$ cat src/rtl/pc_pkg.sv
// Shared defaults and the next-PC source encoding for the fetch PC generator.
package pc_pkg;

    localparam int unsigned         PC_XLEN      = 32;
    localparam int unsigned         PC_STEP      = 4;
    localparam int unsigned         PC_RAS_DEPTH = 4;
    localparam logic [PC_XLEN-1:0]  PC_RESET_VEC = 32'h0000_0000;

    typedef enum logic [2:0] {
        NPC_HOLD     = 3'd0,
        NPC_SEQ      = 3'd1,
        NPC_RAS      = 3'd2,
        NPC_REDIRECT = 3'd3,
        NPC_TRAP     = 3'd4
    } npc_src_e;

endpackage

$ cat src/rtl/pc_ras.sv
// Return-address stack: circular buffer with a top pointer and a saturating count.
// A push when full silently overwrites the oldest entry.
module pc_ras
    import pc_pkg::*;
#(
    parameter int unsigned XLEN  = PC_XLEN,
    parameter int unsigned DEPTH = PC_RAS_DEPTH
) (
    input  logic            clk,
    input  logic            reset,
    input  logic            push_i,
    input  logic            pop_i,
    input  logic            replace_i,
    input  logic [XLEN-1:0] data_i,
    output logic [XLEN-1:0] top_o,
    output logic            empty_o
);

    localparam int unsigned PW = $clog2(DEPTH);
    localparam int unsigned CW = PW + 1;

    logic [XLEN-1:0] mem_q [DEPTH];
    logic [PW-1:0]   ptr_q, ptr_d;
    logic [CW-1:0]   count_q, count_d;
    logic            wr_en_s;
    logic [PW-1:0]   wr_idx_s;

    // Pointer/count next state and the single write port.
    always_comb begin
        ptr_d    = ptr_q;
        count_d  = count_q;
        wr_en_s  = 1'b0;
        wr_idx_s = ptr_q;
        if (replace_i) begin
            wr_en_s  = 1'b1;
        end else if (push_i) begin
            ptr_d    = ptr_q + PW'(1);
            wr_en_s  = 1'b1;
            wr_idx_s = ptr_q + PW'(1);
            if (count_q != CW'(DEPTH)) begin
                count_d = count_q + CW'(1);
            end else begin
                count_d = count_q;
            end
        end else if (pop_i && (count_q != '0)) begin
            ptr_d   = ptr_q - PW'(1);
            count_d = count_q - CW'(1);
        end else begin
            ptr_d   = ptr_q;
        end
    end

    // Pointer and count registers.
    always_ff @(posedge clk) begin
        if (reset) begin
            ptr_q   <= '0;
            count_q <= '0;
        end else begin
            ptr_q   <= ptr_d;
            count_q <= count_d;
        end
    end

    // Entry storage; contents are don't-care while the count says empty.
    always_ff @(posedge clk) begin
        if (!reset && wr_en_s) begin
            mem_q[wr_idx_s] <= data_i;
        end
    end

    assign top_o   = mem_q[ptr_q];
    assign empty_o = (count_q == '0);

endmodule

$ cat src/rtl/pc_gen.sv
// Fetch PC generator: trap/redirect steering, sequential advance, and
// return-address prediction through pc_ras.
module pc_gen
    import pc_pkg::*;
#(
    parameter int unsigned      XLEN      = PC_XLEN,
    parameter logic [XLEN-1:0]  RESET_VEC = XLEN'(PC_RESET_VEC),
    parameter int unsigned      STEP      = PC_STEP,
    parameter int unsigned      RAS_DEPTH = PC_RAS_DEPTH
) (
    input  logic            clk,
    input  logic            reset,
    input  logic            trap_valid,
    input  logic [XLEN-1:0] trap_pc,
    input  logic            redirect_valid,
    input  logic [XLEN-1:0] redirect_pc,
    input  logic            stall,
    input  logic            fetch_ready,
    input  logic            is_call,
    input  logic            is_ret,
    output logic            fetch_valid,
    output logic [XLEN-1:0] pc_out,
    output logic            misaligned,
    output logic            ras_empty
);

    logic [XLEN-1:0] pc_q, pc_d;
    logic            valid_q, valid_d;
    npc_src_e        npc_src_s;
    logic            accept_s, ctl_s, call_s, ret_s;
    logic [XLEN-1:0] seq_pc_s, ras_top_s;
    logic            ras_empty_s;

    assign accept_s = valid_q & fetch_ready & ~stall;
    // Call/return hints only count on a fetch that is not being squashed.
    assign ctl_s    = accept_s & ~trap_valid & ~redirect_valid;
    assign call_s   = ctl_s & is_call;
    assign ret_s    = ctl_s & is_ret & ~ras_empty_s;
    assign seq_pc_s = pc_q + XLEN'(STEP);

    pc_ras #(
        .XLEN  (XLEN),
        .DEPTH (RAS_DEPTH)
    ) u_ras (
        .clk       (clk),
        .reset     (reset),
        .push_i    (call_s & ~ret_s),
        .pop_i     (ret_s & ~call_s),
        .replace_i (call_s & ret_s),
        .data_i    (seq_pc_s),
        .top_o     (ras_top_s),
        .empty_o   (ras_empty_s)
    );

    // Next-PC source selection and next state.
    always_comb begin
        npc_src_s = NPC_HOLD;
        pc_d      = pc_q;
        valid_d   = ~(trap_valid | redirect_valid);
        if (trap_valid) begin
            npc_src_s = NPC_TRAP;
        end else if (redirect_valid) begin
            npc_src_s = NPC_REDIRECT;
        end else if (ret_s) begin
            npc_src_s = NPC_RAS;
        end else if (accept_s) begin
            npc_src_s = NPC_SEQ;
        end else begin
            npc_src_s = NPC_HOLD;
        end
        case (npc_src_s)
            NPC_TRAP:     pc_d = trap_pc;
            NPC_REDIRECT: pc_d = redirect_pc;
            NPC_RAS:      pc_d = ras_top_s;
            NPC_SEQ:      pc_d = seq_pc_s;
            NPC_HOLD:     pc_d = pc_q;
            default:      pc_d = pc_q;
        endcase
    end

    // PC and valid registers.
    always_ff @(posedge clk) begin
        if (reset) begin
            pc_q    <= RESET_VEC;
            valid_q <= 1'b0;
        end else begin
            pc_q    <= pc_d;
            valid_q <= valid_d;
        end
    end

    assign pc_out      = pc_q;
    assign fetch_valid = valid_q;
    assign ras_empty   = ras_empty_s;
    assign misaligned  = ((pc_q & XLEN'(STEP - 1)) != '0);

endmodule
$ cat config.mk
export PLATFORM = sky130hd
export DESIGN_NAME = pc_gen
export DESIGN_NICKNAME = d
export VERILOG_FILES = /design/src/rtl/pc_pkg.sv /design/src/rtl/pc_ras.sv /design/src/rtl/pc_gen.sv
export SDC_FILE = /design/constraint.sdc
export NUM_CORES = 1
export LEC_CHECK = 0
export CAP_MARGIN = 20
export CORE_ASPECT_RATIO = 1.4
export CORE_MARGIN = 2
export CORE_UTILIZATION = 42
export DETAILED_ROUTE_END_ITERATION = 7
export GPL_ROUTABILITY_DRIVEN = 1
export SLEW_MARGIN = 20
export SYNTH_ARGS = -nofsm -noshare
export SYNTH_HDL_FRONTEND = slang
export SYNTH_SLANG_ARGS = --single-unit
$ cat constraint.sdc
create_clock -name clk -period 6.7 [get_ports clk]
set_input_delay 1.34 -clock clk [delete_from_list [all_inputs] [get_ports clk]]
set_output_delay 1.34 -clock clk [all_outputs]
set_load 0.02 [all_outputs]
==> key figures <==
Status
  • Outcome: finished, final reports clean

Floorplan
  • Core area: roughly 19000 um2
  • Die area: 20000 um2
  • Io pins: roughly 110
  • Die width: between 100 and 150 um
  • Starting density of the core: 42.8%
  • Die Height: 167 um
  • Row count: 59

CTS
  • Max Root-Sink Buffers: 2
  • Max H-tree Level: 4
  • Hold_buf cts: 0
  • Clock net sink count: 168
  • Total CTS buffers: 17
  • Worst-path clk slew: around 70 ps
  • CTS tree: built
  • Resized Gates After CTS: 0
  • CTS Root Cell: clkbuf_16
  • Clock latency at the later pin of the worst-skew pair: between 400 and 500 ps
  • Post-CTS Setup Inserts: 0

Synthesis
  • YS warnings: 0
  • Unique masters post-synth: between 70 and 80
  • Synth Area per Inst: about 13 um2
  • Post-synth EDFFs: 128
  • Mapped Area: between 7000 and 8000 um2
  • Synthesized Nets: 697
  • Main flop type after synthesis: edfxtp_1
  • Seq/Total Area, Yosys: 58.5%
  • Yosys reg bits: 168
  • FFs w/ async S/R, synth: 0%
  • Cells after Synth: a little over 600

Detailed routing
  • Routed WL: about 23 mm
  • Total number of vias: a little under 6000
  • WL/cell: about 24 um
  • 1st-pass router iterations: 5
  • Residual DRC: 0
  • Initial DRC count: about 500
  • DRT antenna net count: 0
  • Vias/cell: 6.00

STA
  • Worst hold slack: between 500 and 600 ps
  • RSZ-0062 raised after global routing: false
  • Worst Skew: 6.42 ps
  • Max Freq: about 220 MHz
  • Final hold vios: 0
  • Final setup vio count: 0
  • Post-layout min period: 4590 ps
  • Tcrit/Tclk final: 68.5%
  • Least-Margin Pin Slew: 997 ps
  • Fin. max-slew vios: 0
  • Max-slew headroom: 33.2%
  • Setup TNS: 0 ps

Worst setup path
  • Worst-path maximum fanout: 17
  • CP startpoint kind: input port
  • CP peak stage delay: 560 ps
  • Worst path cell trace: clkdlybuf4s50_1, nand3b_1, nor2_1, nand3_1, ha_1, nand3_1, a21bo_2, a21oi_4, buf_4
  • Critical Path Most Common Cell: nand3_1
  • CP arrival: around 4700 ps
  • Critical path class: input port to register
  • CP Buf/Inv Count: 2
  • CP Depth: 9
  • R2R cell count: 7
  • Req. time, crit path: a little under 7000 ps
  • Top Family by Delay on Critical Path: simple AND/OR/NAND/NOR gates
  • R2R Setup Slk: 3030 ps
  • Crit end category: register
  • Crit-path slowest cell: a21oi_4

Power
  • Switch share: between 20 and 25%
  • VDD IR max: about 160 uV
  • Int Power: approximately 1.8 mW
  • Clock power share: 42.1%
  • Seq pwr share: around half
  • Pwr Total: about 2.4 mW
  • Combinational fraction of design power: 8.6%
  • P_sw: roughly 0.54 mW
  • Pwr dens: between 200 and 250 nW/um2
  • Lkg Pwr: around 3.3 nW

Global route
  • Number of global-route vias before repair: between 5000 and 6000
  • Gr usage total: between 20% and 30%
  • Total grt overflow: 0
  • Initial antenna violation count: 0
  • First-pass GRT wire length: 34.9 mm
  • Largest net degree at the start of global routing: 57

Hold path
  • WHS Path Cells: 0
  • Hold WC Path Type: register to register

Cells and area
  • Antenna diodes: 0
  • Area growth from synthesis to layout: 23.9%
  • Cell Count, Final, Fillers Out: 973
  • Commonest non-fill, non-tap cell in the layout: edfxtp_1
  • Commonest cells after routing, fill and taps aside: edfxtp_1 (128), clkdlybuf4s50_1 (105), nand2_1 (49)
  • Fraction of layout cells with a size suffix above 1: 14.1%
  • Layout Nets: 792

Placed design
  • Routability congestion estimate: around 0.83
  • I/O Buffers: ~110
  • DPL Wire Length: about 15 mm
  • Inst Count DP: around 940

Flow run
  • Max Cap Viol: 0
-- flip-flops by register name, indices dropped and copies added (netlist names), named ones only --
name           flops
fetch_valid        1
pc_out            32
u_ras.count_q      3
u_ras.mem_q      128
u_ras.ptr_q        2
-- metal layers --
| layer | global-route usage [%] | vias up | share of wire, % |
|---|---|---|---|
| met5 | 0 | - | 0 |
| met4 | 10.3 | 0 | 3.0 |
| met3 | 3.90 | 54 | 5.8 |
| met2 | 39.8 | 258 | 51 |
| met1 | 29.5 | 2939 | 40 |
| li1 | - | 2587 | - |
-- power groups by stage --
| stage | Clock (mW) | Combinational, mW | Sequential [mW] |
|---|---|---|---|
| CTS | 1.02 | 0.204 | 1.17 |
| finish | 1.00 | 0.204 | 1.17 |
| global placement | 0 | 0.199 | 1.19 |
| detailed placement | 0 | 0.202 | 1.20 |
| global route | 1.05 | 0.219 | 1.18 |
| floorplan | 0 | 0.0900 | 1.20 |
-- worst reg2reg max path, delay by kind of cell (launching register included) --
family	cells	cell delay [ps]
compound gates	3	1660
simple gates	2	420
fa+ha+maj	1	450
buf+inv	1	400
flops	1	410
-- cells in the mapped netlist (8+ instances only) --
cell type  instances  area share, %
inv_1             22            1.0
nand2_1           49            2.3
nor3_1            15           0.95
dfxtp_1           40             10
xor2_1            12            1.3
a221oi_1          11            1.2
o21ai_0           26            1.6
nand3_1           26            1.6
nor2_1            43            2.0
a21oi_1           37            2.3
mux4_2            32            9.1
o221ai_1          10            1.1
buf_2              8           0.50
xnor2_1           16            1.8
a31oi_1            8           0.63
clkbuf_1          26            1.2
or3_1              9           0.71
edfxtp_1         128             48
-- through the flow --
stage / instance area, um2 / setup WS, ps / util [%]
6_report: 9830 / 2110 / 53.1
5_1_grt: 9830 / 1850 / 53.1
4_1_cts: 9830 / 2100 / 53.1
3_5_place_dp: 9220 / 1660 / 49.8
3_3_place_gp: 9220 / 1790 / 49.8
2_1_floorplan: 7940 / 1910 / -
-- cell families after synthesis --
family / count (synthesis) / synth area share, %
AO/OA/AOI/OAI: 135 / 11.6
XOR/XNOR: 28 / 3.09
adder cells (fa/ha/maj): 4 / 0.725
buffers and inverters: 64 / 3.47
flip-flops: 168 / 58.5
multiplexers: 35 / 9.46
AND/OR/NAND/NOR: 187 / 13.1
-- final cells by class --
type	instances	area (um2)
clock buffer	20	457
clock inverter	12	150
fill	1542	8700
inverter	22	82.6
multi-input combinational	389	3040
sequential	168	4650
tap	244	305
timing repair buffer	118	1150
-- path summary, 6_finish.rpt --
kind / from / to
hold reg to reg: pc_out[1] / u_ras.mem_q[1][1]
setup reg to reg: u_ras.count_q[0] / u_ras.mem_q[3][0]
setup / recovery: stall / u_ras.mem_q[3][0]
hold / removal: pc_out[1] / u_ras.mem_q[1][1]
(Power assumes the default switching activity.)
